==> config.mk <==
export PLATFORM = sky130hd
export DESIGN_NAME = pmem_arbiter
export DESIGN_NICKNAME = d
export VERILOG_FILES = /design/src/rtl/pmem_arbiter.sv
export SDC_FILE = /design/constraint.sdc
export NUM_CORES = 1
export LEC_CHECK = 0
export CAP_MARGIN = 20
export CORE_AREA = 4 4 266 268
export CTS_CLUSTER_SIZE = 8
export DETAILED_ROUTE_END_ITERATION = 16
export DIE_AREA = 0 0 270 272
export DONT_BUFFER_PORTS = 1
export PLACE_DENSITY = 0.3
export SYNTH_ARGS = -nofsm -noshare
export SYNTH_HDL_FRONTEND = slang
export SYNTH_SLANG_ARGS = --single-unit
==> constraint.sdc <==
create_clock -name clk -period 1.9 [get_ports clk]
set_clock_uncertainty 0.15 [all_clocks]
set_input_delay 0.19 -clock clk [delete_from_list [all_inputs] [get_ports clk]]
set_output_delay 0.19 -clock clk [all_outputs]
set_load 0.005 [all_outputs]
==> src/rtl/pmem_arbiter.sv <==
// Round-robin arbiter sharing one physical memory port between the I-cache and D-cache.
// The granted command is latched so the memory sees a stable request for the whole service.
module pmem_arbiter (
    input  logic         clk,
    input  logic         reset_n,

    input  logic         i_pmem_read,
    input  logic [15:0]  i_pmem_address,
    output logic [127:0] i_pmem_rdata,
    output logic         i_pmem_resp,

    input  logic         d_pmem_read,
    input  logic         d_pmem_write,
    input  logic [15:0]  d_pmem_address,
    input  logic [127:0] d_pmem_wdata,
    output logic [127:0] d_pmem_rdata,
    output logic         d_pmem_resp,

    output logic         pmem_read,
    output logic         pmem_write,
    output logic [15:0]  pmem_address,
    output logic [127:0] pmem_wdata,
    input  logic [127:0] pmem_rdata,
    input  logic         pmem_resp
);

    typedef enum logic [1:0] {
        IDLE,
        SERVE_I,
        SERVE_D
    } state_t;

    state_t        state;
    logic          last_grant;
    logic [15:0]   addr_q;
    logic [127:0]  wdata_q;
    logic          rd_q;
    logic          wr_q;

    logic          i_req;
    logic          d_req;
    logic          grant_i;
    logic          grant_d;

    assign i_req   = i_pmem_read;
    assign d_req   = d_pmem_read | d_pmem_write;
    // On a tie the client not named by last_grant wins
    assign grant_i = i_req & (~d_req | last_grant);
    assign grant_d = d_req & (~i_req | ~last_grant);

    always_ff @(posedge clk or negedge reset_n) begin
        if (!reset_n) begin
            state      <= IDLE;
            last_grant <= 1'b1;
            addr_q     <= '0;
            wdata_q    <= '0;
            rd_q       <= 1'b0;
            wr_q       <= 1'b0;
        end else begin
            case (state)
                IDLE: begin
                    if (grant_i) begin
                        state      <= SERVE_I;
                        last_grant <= 1'b0;
                        addr_q     <= i_pmem_address;
                        rd_q       <= 1'b1;
                        wr_q       <= 1'b0;
                    end else if (grant_d) begin
                        state      <= SERVE_D;
                        last_grant <= 1'b1;
                        addr_q     <= d_pmem_address;
                        wdata_q    <= d_pmem_wdata;
                        // A simultaneous read and write is taken as a write-back only
                        rd_q       <= ~d_pmem_write;
                        wr_q       <= d_pmem_write;
                    end
                end
                SERVE_I, SERVE_D: begin
                    if (pmem_resp) begin
                        state <= IDLE;
                        rd_q  <= 1'b0;
                        wr_q  <= 1'b0;
                    end
                end
                default: begin
                    state <= IDLE;
                    rd_q  <= 1'b0;
                    wr_q  <= 1'b0;
                end
            endcase
        end
    end

    assign pmem_read    = rd_q;
    assign pmem_write   = wr_q;
    assign pmem_address = addr_q;
    assign pmem_wdata   = wdata_q;

    assign i_pmem_resp  = pmem_resp & (state == SERVE_I);
    assign d_pmem_resp  = pmem_resp & (state == SERVE_D);
    assign i_pmem_rdata = pmem_rdata;
    assign d_pmem_rdata = pmem_rdata;

endmodule

# Word level (Yosys, flattened, before mapping)
# Cells that the tools add are included.
[word_totals] register_bits=149 wordCells=43 memories=0 mem_bits_rw=0 latchBits=0 inputBits=294 rom_bits=0 output_inout_bits=404
[classes] n_eq_ne=4 n_bitwise=12 n_shift=0 n_mux=15 n_reduce_logical=6 order_cmp=0 n_div=0 mul=0 addsub=0
[ops] op="16-bit two-way mux" count=2
[ops] op="1-bit two-way mux" count=7
[ops] op="2-bit two-way mux" count=3
[ops] op="1-bit NOT" count=5
[ops] op="1-bit AND" count=4
[ops] op="1-bit case mux with 2 select lines" count=2
[ops] op="2-bit case mux with 2 select lines" count=1
[ops] op="2-bit AND reduction" count=2
[ops] op="3-bit != test (second input constant)" count=1
[ops] op="1-bit OR" count=3
[ops] op="3-bit AND reduction" count=1
[ops] op="2-bit by 1-bit == test with 1-bit output (second input constant)" count=1
[ops] op="2-bit == test (second input constant)" count=1
[ops] op="2-bit zero test" count=1
[ops] op="2-bit != test (second input constant)" count=1
[ops] op="2-bit nonzero test" count=1
[ops] op="2-bit OR reduction" count=1

# Logic depth before layout (Yosys ltp)
[depth] depth_word=6 ltp_mapped=6 depth_no_buf=5

# Worst setup path after synthesis
# Ideal clock, no wire load.
[synth_path] path_type="register to register" startpoint="register state[0]" endpoint="register wdata_q[103], in the netlist pmem_wdata[103]" arrival_ns=1.459 slack_ns=0.166 path_buffers=2 path_stages_with_launch=7 period_less_slack_ns=1.734 setup_time_ns=0.125 required_time_ns=1.625 cell_sequence="dfrtp_1 -> inv_1 -> ha_1 -> o211ai_4 -> buf_8 -> buf_6 -> mux2_4"
[synth_between] elab_chain_cells=2
[synth_lines] item="start: declaration" line_no="33" text="state_t state;"
[synth_lines] item="start signal: assignment" line_no="53" text="state <= IDLE;"
[synth_lines] item="start signal: assignment" line_no="63" text="state <= SERVE_I;"
[synth_lines] item="start signal: assignment" line_no="69" text="state <= SERVE_D;"
[synth_lines] item="2-bit zero test" line_no="60" text="case (state)"
[synth_lines] item="3-bit AND reduction (no source line)"
[synth_lines] item="end signal: assignment" line_no="72" text="wdata_q <= d_pmem_wdata;"
[synth_lines] item="end: declaration" line_no="36" text="logic [127:0] wdata_q;"
# No other way between the ends.
# A chain may end at the register's enable or synchronous reset.

# Worst setup path after layout
[layout_path] startpoint="register state[0]" endpoint="register wdata_q[51], in the netlist pmem_wdata[51]"
# Same word-level chain as after synthesis.

==> out/results.tsv <==
stage	metric	value	unit
outcome	status	complete, but fails checks	
outcome	violations	hold timing	
critical_path	timing.rr.end	pmem_wdata[51]	
power_and_ir_drop	power_frac_clock	23.0	%
cts	cts-htree-levels	4	
synth	syn_area_per_cell	12.7	sq um
grt	grt_pass1_vias	4800	
finish	drive_above_1_share	32.3	%
drt	drc_errors	0	
floorplan	row_count	96	
place	place_ws	0.0722	ns
finish	diodes	0	
synth	syn_nets	942	
synth	synthMuxAreaShare	22.0	%
critical_path	ff2ff_setup_slack	0.08	ns
critical_path	setup.worst_path.class	reg -> reg	
timing	fmax	550	MHz
synth	netlist_area	8220	sq um
critical_path	path_delay_family	buffers and inverters	
cts	holdBufCountCts	166	
synth	postSynthCellCount	645	
drt	vias	4242	
drt	postRouteWirelength	23.0	mm
synth	ys_seq_area_share	45.4	%
place	io_buffers	0	
timing	setup_slack	0.0834	ns
synth	synth_fa_ha_area_share	0.456	%
critical_path	cp_slowest_cell	dfrtp_1	
drt	antenna_left	0	
critical_path	cp_slowest_stage_delay	0.34	ns
power_and_ir_drop	p_int	10.3	mW
timing	min_period	1.82	ns
drt	drt_iter0_drc	144	
power_and_ir_drop	swShare	34.0	%
critical_path	cp_num_cells	6	
synth	synth_top_family_by_area	buffers and inverters	
cts	cts_setup_buffers	0	
synth	ys_warn_count	0	
critical_path	reg2reg_from	state[0]	
critical_path	path_cells	inv_1 > ha_1 > o211ai_4 > buf_12 > buf_4 > mux2_4	
place	hpwl	15.9	mm
grt	grt_use_total	6.19	%
power_and_ir_drop	combPwrFrac	35.8	%
floorplan	die-area	73400	sq um
cts	cts_tree	yes	
cts	cts.sinks	149	
critical_path	reg2reg_depth	6	
drt	routed_via_density	2.89	
critical_path	crit_required	2.10	ns
floorplan	dieWidth	270	um
critical_path	cp-end-kind	register	
finish	most-common-layout-cells	dlygate4sd3_1 (165), dfrtp_1 (148), mux2_4 (98)	
synth	synth-seq-cells	149	
cts	clock-root-buffer	clkbuf_16	
synth	synth-compound-area-share	4.61	%
critical_path	crit_path_start	state[0]	
grt	use_met1	6.33	%
timing	hold_viol_final	149	
finish	multi_input_area	2330	sq um
critical_path	cp-endpoint	pmem_wdata[51]	
floorplan	initial_core_util	12.0	%
floorplan	die_y	272	um
grt	grt_use_met2	9.45	%
timing	rsz0062_at_grt	no	
floorplan	core	68300	sq um
synth	synth.distinct_cells	29	
critical_path	worst_setup_path_start_kind	register	
power_and_ir_drop	p_sw	5.29	mW
run	cap_violations	0	
cts	cts_buffers	17	
timing	tightest_slew	0.870	ns
power_and_ir_drop	irDropWorstVdd	0.520	mV
timing	finalCritPeriodShare	95.6	%
drt	post_drt_wl_per_cell	15.7	um
timing	holdWs	-0.740	ns
finish	post-route-util	14.2	%
power_and_ir_drop	p_total	15.6	mW
grt	busiest_layer	met2	
grt	grt_pass1_wl	33.3	mm
timing	drv_slew	0	
timing	fin_tns_setup	0	ns
power_and_ir_drop	leakage	4.03	nW
drt	firstDrtPassIters	4	
grt	overflow	0	
grt	grt_antenna_before_repair	2	
cts	clkTransAtPathRegs	0.08	ns
finish	mostFrequentLayoutCell	dlygate4sd3_1	
finish	fillers	7560	
power_and_ir_drop	power_density	1610	nW/um^2
grt	met3_usage	3.60	%
synth	yosys.area_share.simple	1.28	%
critical_path	worstPathArrival	2.01	ns
place	place.gp.congestion	0.669	
synth	yosys.area_share.xor_xnor	0	%
timing	finalSetupViolCount	0	
worst_hold_path	min_path_type	in -> async	
cts	clock_latency	0.47	ns
finish	area_growth	17.7	%
cts	ctsLongestPathBuffers	2	
power_and_ir_drop	seqPwrFrac	41.2	%
floorplan	ios	698	
critical_path	cp_max_fo	22	
finish	register_area	3730	sq um
finish	num-nets-final	870	
timing	max_slew_margin	42.0	%
critical_path	crit_buf_inv	3	
grt	grt_max_degree	150	
-- metrics by stage --
stage	area, sq um	std cells	hold slack, ns
after floorplan	8220	645	-0.256
after global placement	7430	1270	-0.251
after detailed placement	7430	1270	-0.251
after CTS	9680	1468	-0.832
after global routing	9680	1468	-0.801
final	9680	1468	-0.740
-- sequential cells by signal, indices dropped and copies added (netlist names) --
signal        flops
last_grant        1
pmem_address     16
pmem_read         1
pmem_wdata      128
pmem_write        1
state             2
-- synthesized netlist by cell type, drive strengths merged --
cell type | n | share of area [%]
buf | 276 | 26
dfrtp | 148 | 45
a21o | 1 | 0.091
a21oi | 16 | 0.97
nor3 | 1 | 0.061
a31oi | 16 | 1.2
ha | 3 | 0.46
inv | 3 | 0.14
and2 | 2 | 0.15
o21bai | 1 | 0.14
a32o | 2 | 0.24
nand2 | 4 | 0.21
o31a | 1 | 0.12
o31ai | 1 | 0.26
clkbuf | 3 | 0.14
a22o | 1 | 0.11
o2bb2ai | 1 | 0.11
dfstp | 1 | 0.32
mux2 | 128 | 22
nor2 | 17 | 0.78
nor2b | 1 | 0.076
o21ba | 1 | 0.12
o21ai | 16 | 0.97
o211ai | 1 | 0.26
-- layout make-up --
class                           count  share of cell area [%]
Clock buffer                       17                    4.39
Clock inverter                     15                    1.68
Inverter                            3                   0.116
Multi-Input combinational cell    214                    24.1
Sequential cell                   149                    38.5
Tap cell                          882                    11.4
Timing Repair Buffer              188                    19.8
-- power groups by stage --
| stage | sequential [mW] | combinational (mW) | clock [mW] |
|---|---|---|---|
| final | 6.42 | 5.58 | 3.58 |
| after global routing | 6.61 | 6.00 | 3.99 |
| after CTS | 6.46 | 5.66 | 3.91 |
| after detailed placement | 6.50 | 5.30 | 0 |
| after global placement | 6.58 | 5.26 | 0 |
| after floorplan | 5.84 | 4.92 | 0 |
-- worst min-delay path by stage --
stage            start         endpoint  slack (ns)
6_report       reset_n   pmem_wdata[74]       -0.74
5_1_grt        reset_n  pmem_wdata[107]       -0.80
4_1_cts        reset_n  pmem_wdata[107]       -0.83
3_5_place_dp   reset_n   pmem_wdata[74]       -0.25
3_3_place_gp   reset_n   pmem_wdata[74]       -0.25
2_1_floorplan  reset_n  pmem_address[0]       -0.26
-- metal layers --
metal,routed length [um],vias up
li1,-,1754
met1,8350,2039
met2,10700,373
met3,2750,76
met4,1230,0
met5,0,-
-- cells by family (layout without fill, tap and decap cells) --
kind of cell               count (synthesis)  after routing
buffers and inverters                    282            223
DFF                                      149            149
muxes                                    128            128
AOI/OAI and AO/OA                         58             58
and+or+nand+nor                           25             25
adders and majority gates                  3              3
-- timing repair --
| action | CTS | global route |
|---|---|---|
| endpoints found under the setup margin | 0 | 16 |
| resized for setup | 0 | 1 |
| hold endpoints to repair | 298 | 149 |
Power figures use the tool's default switching activity.
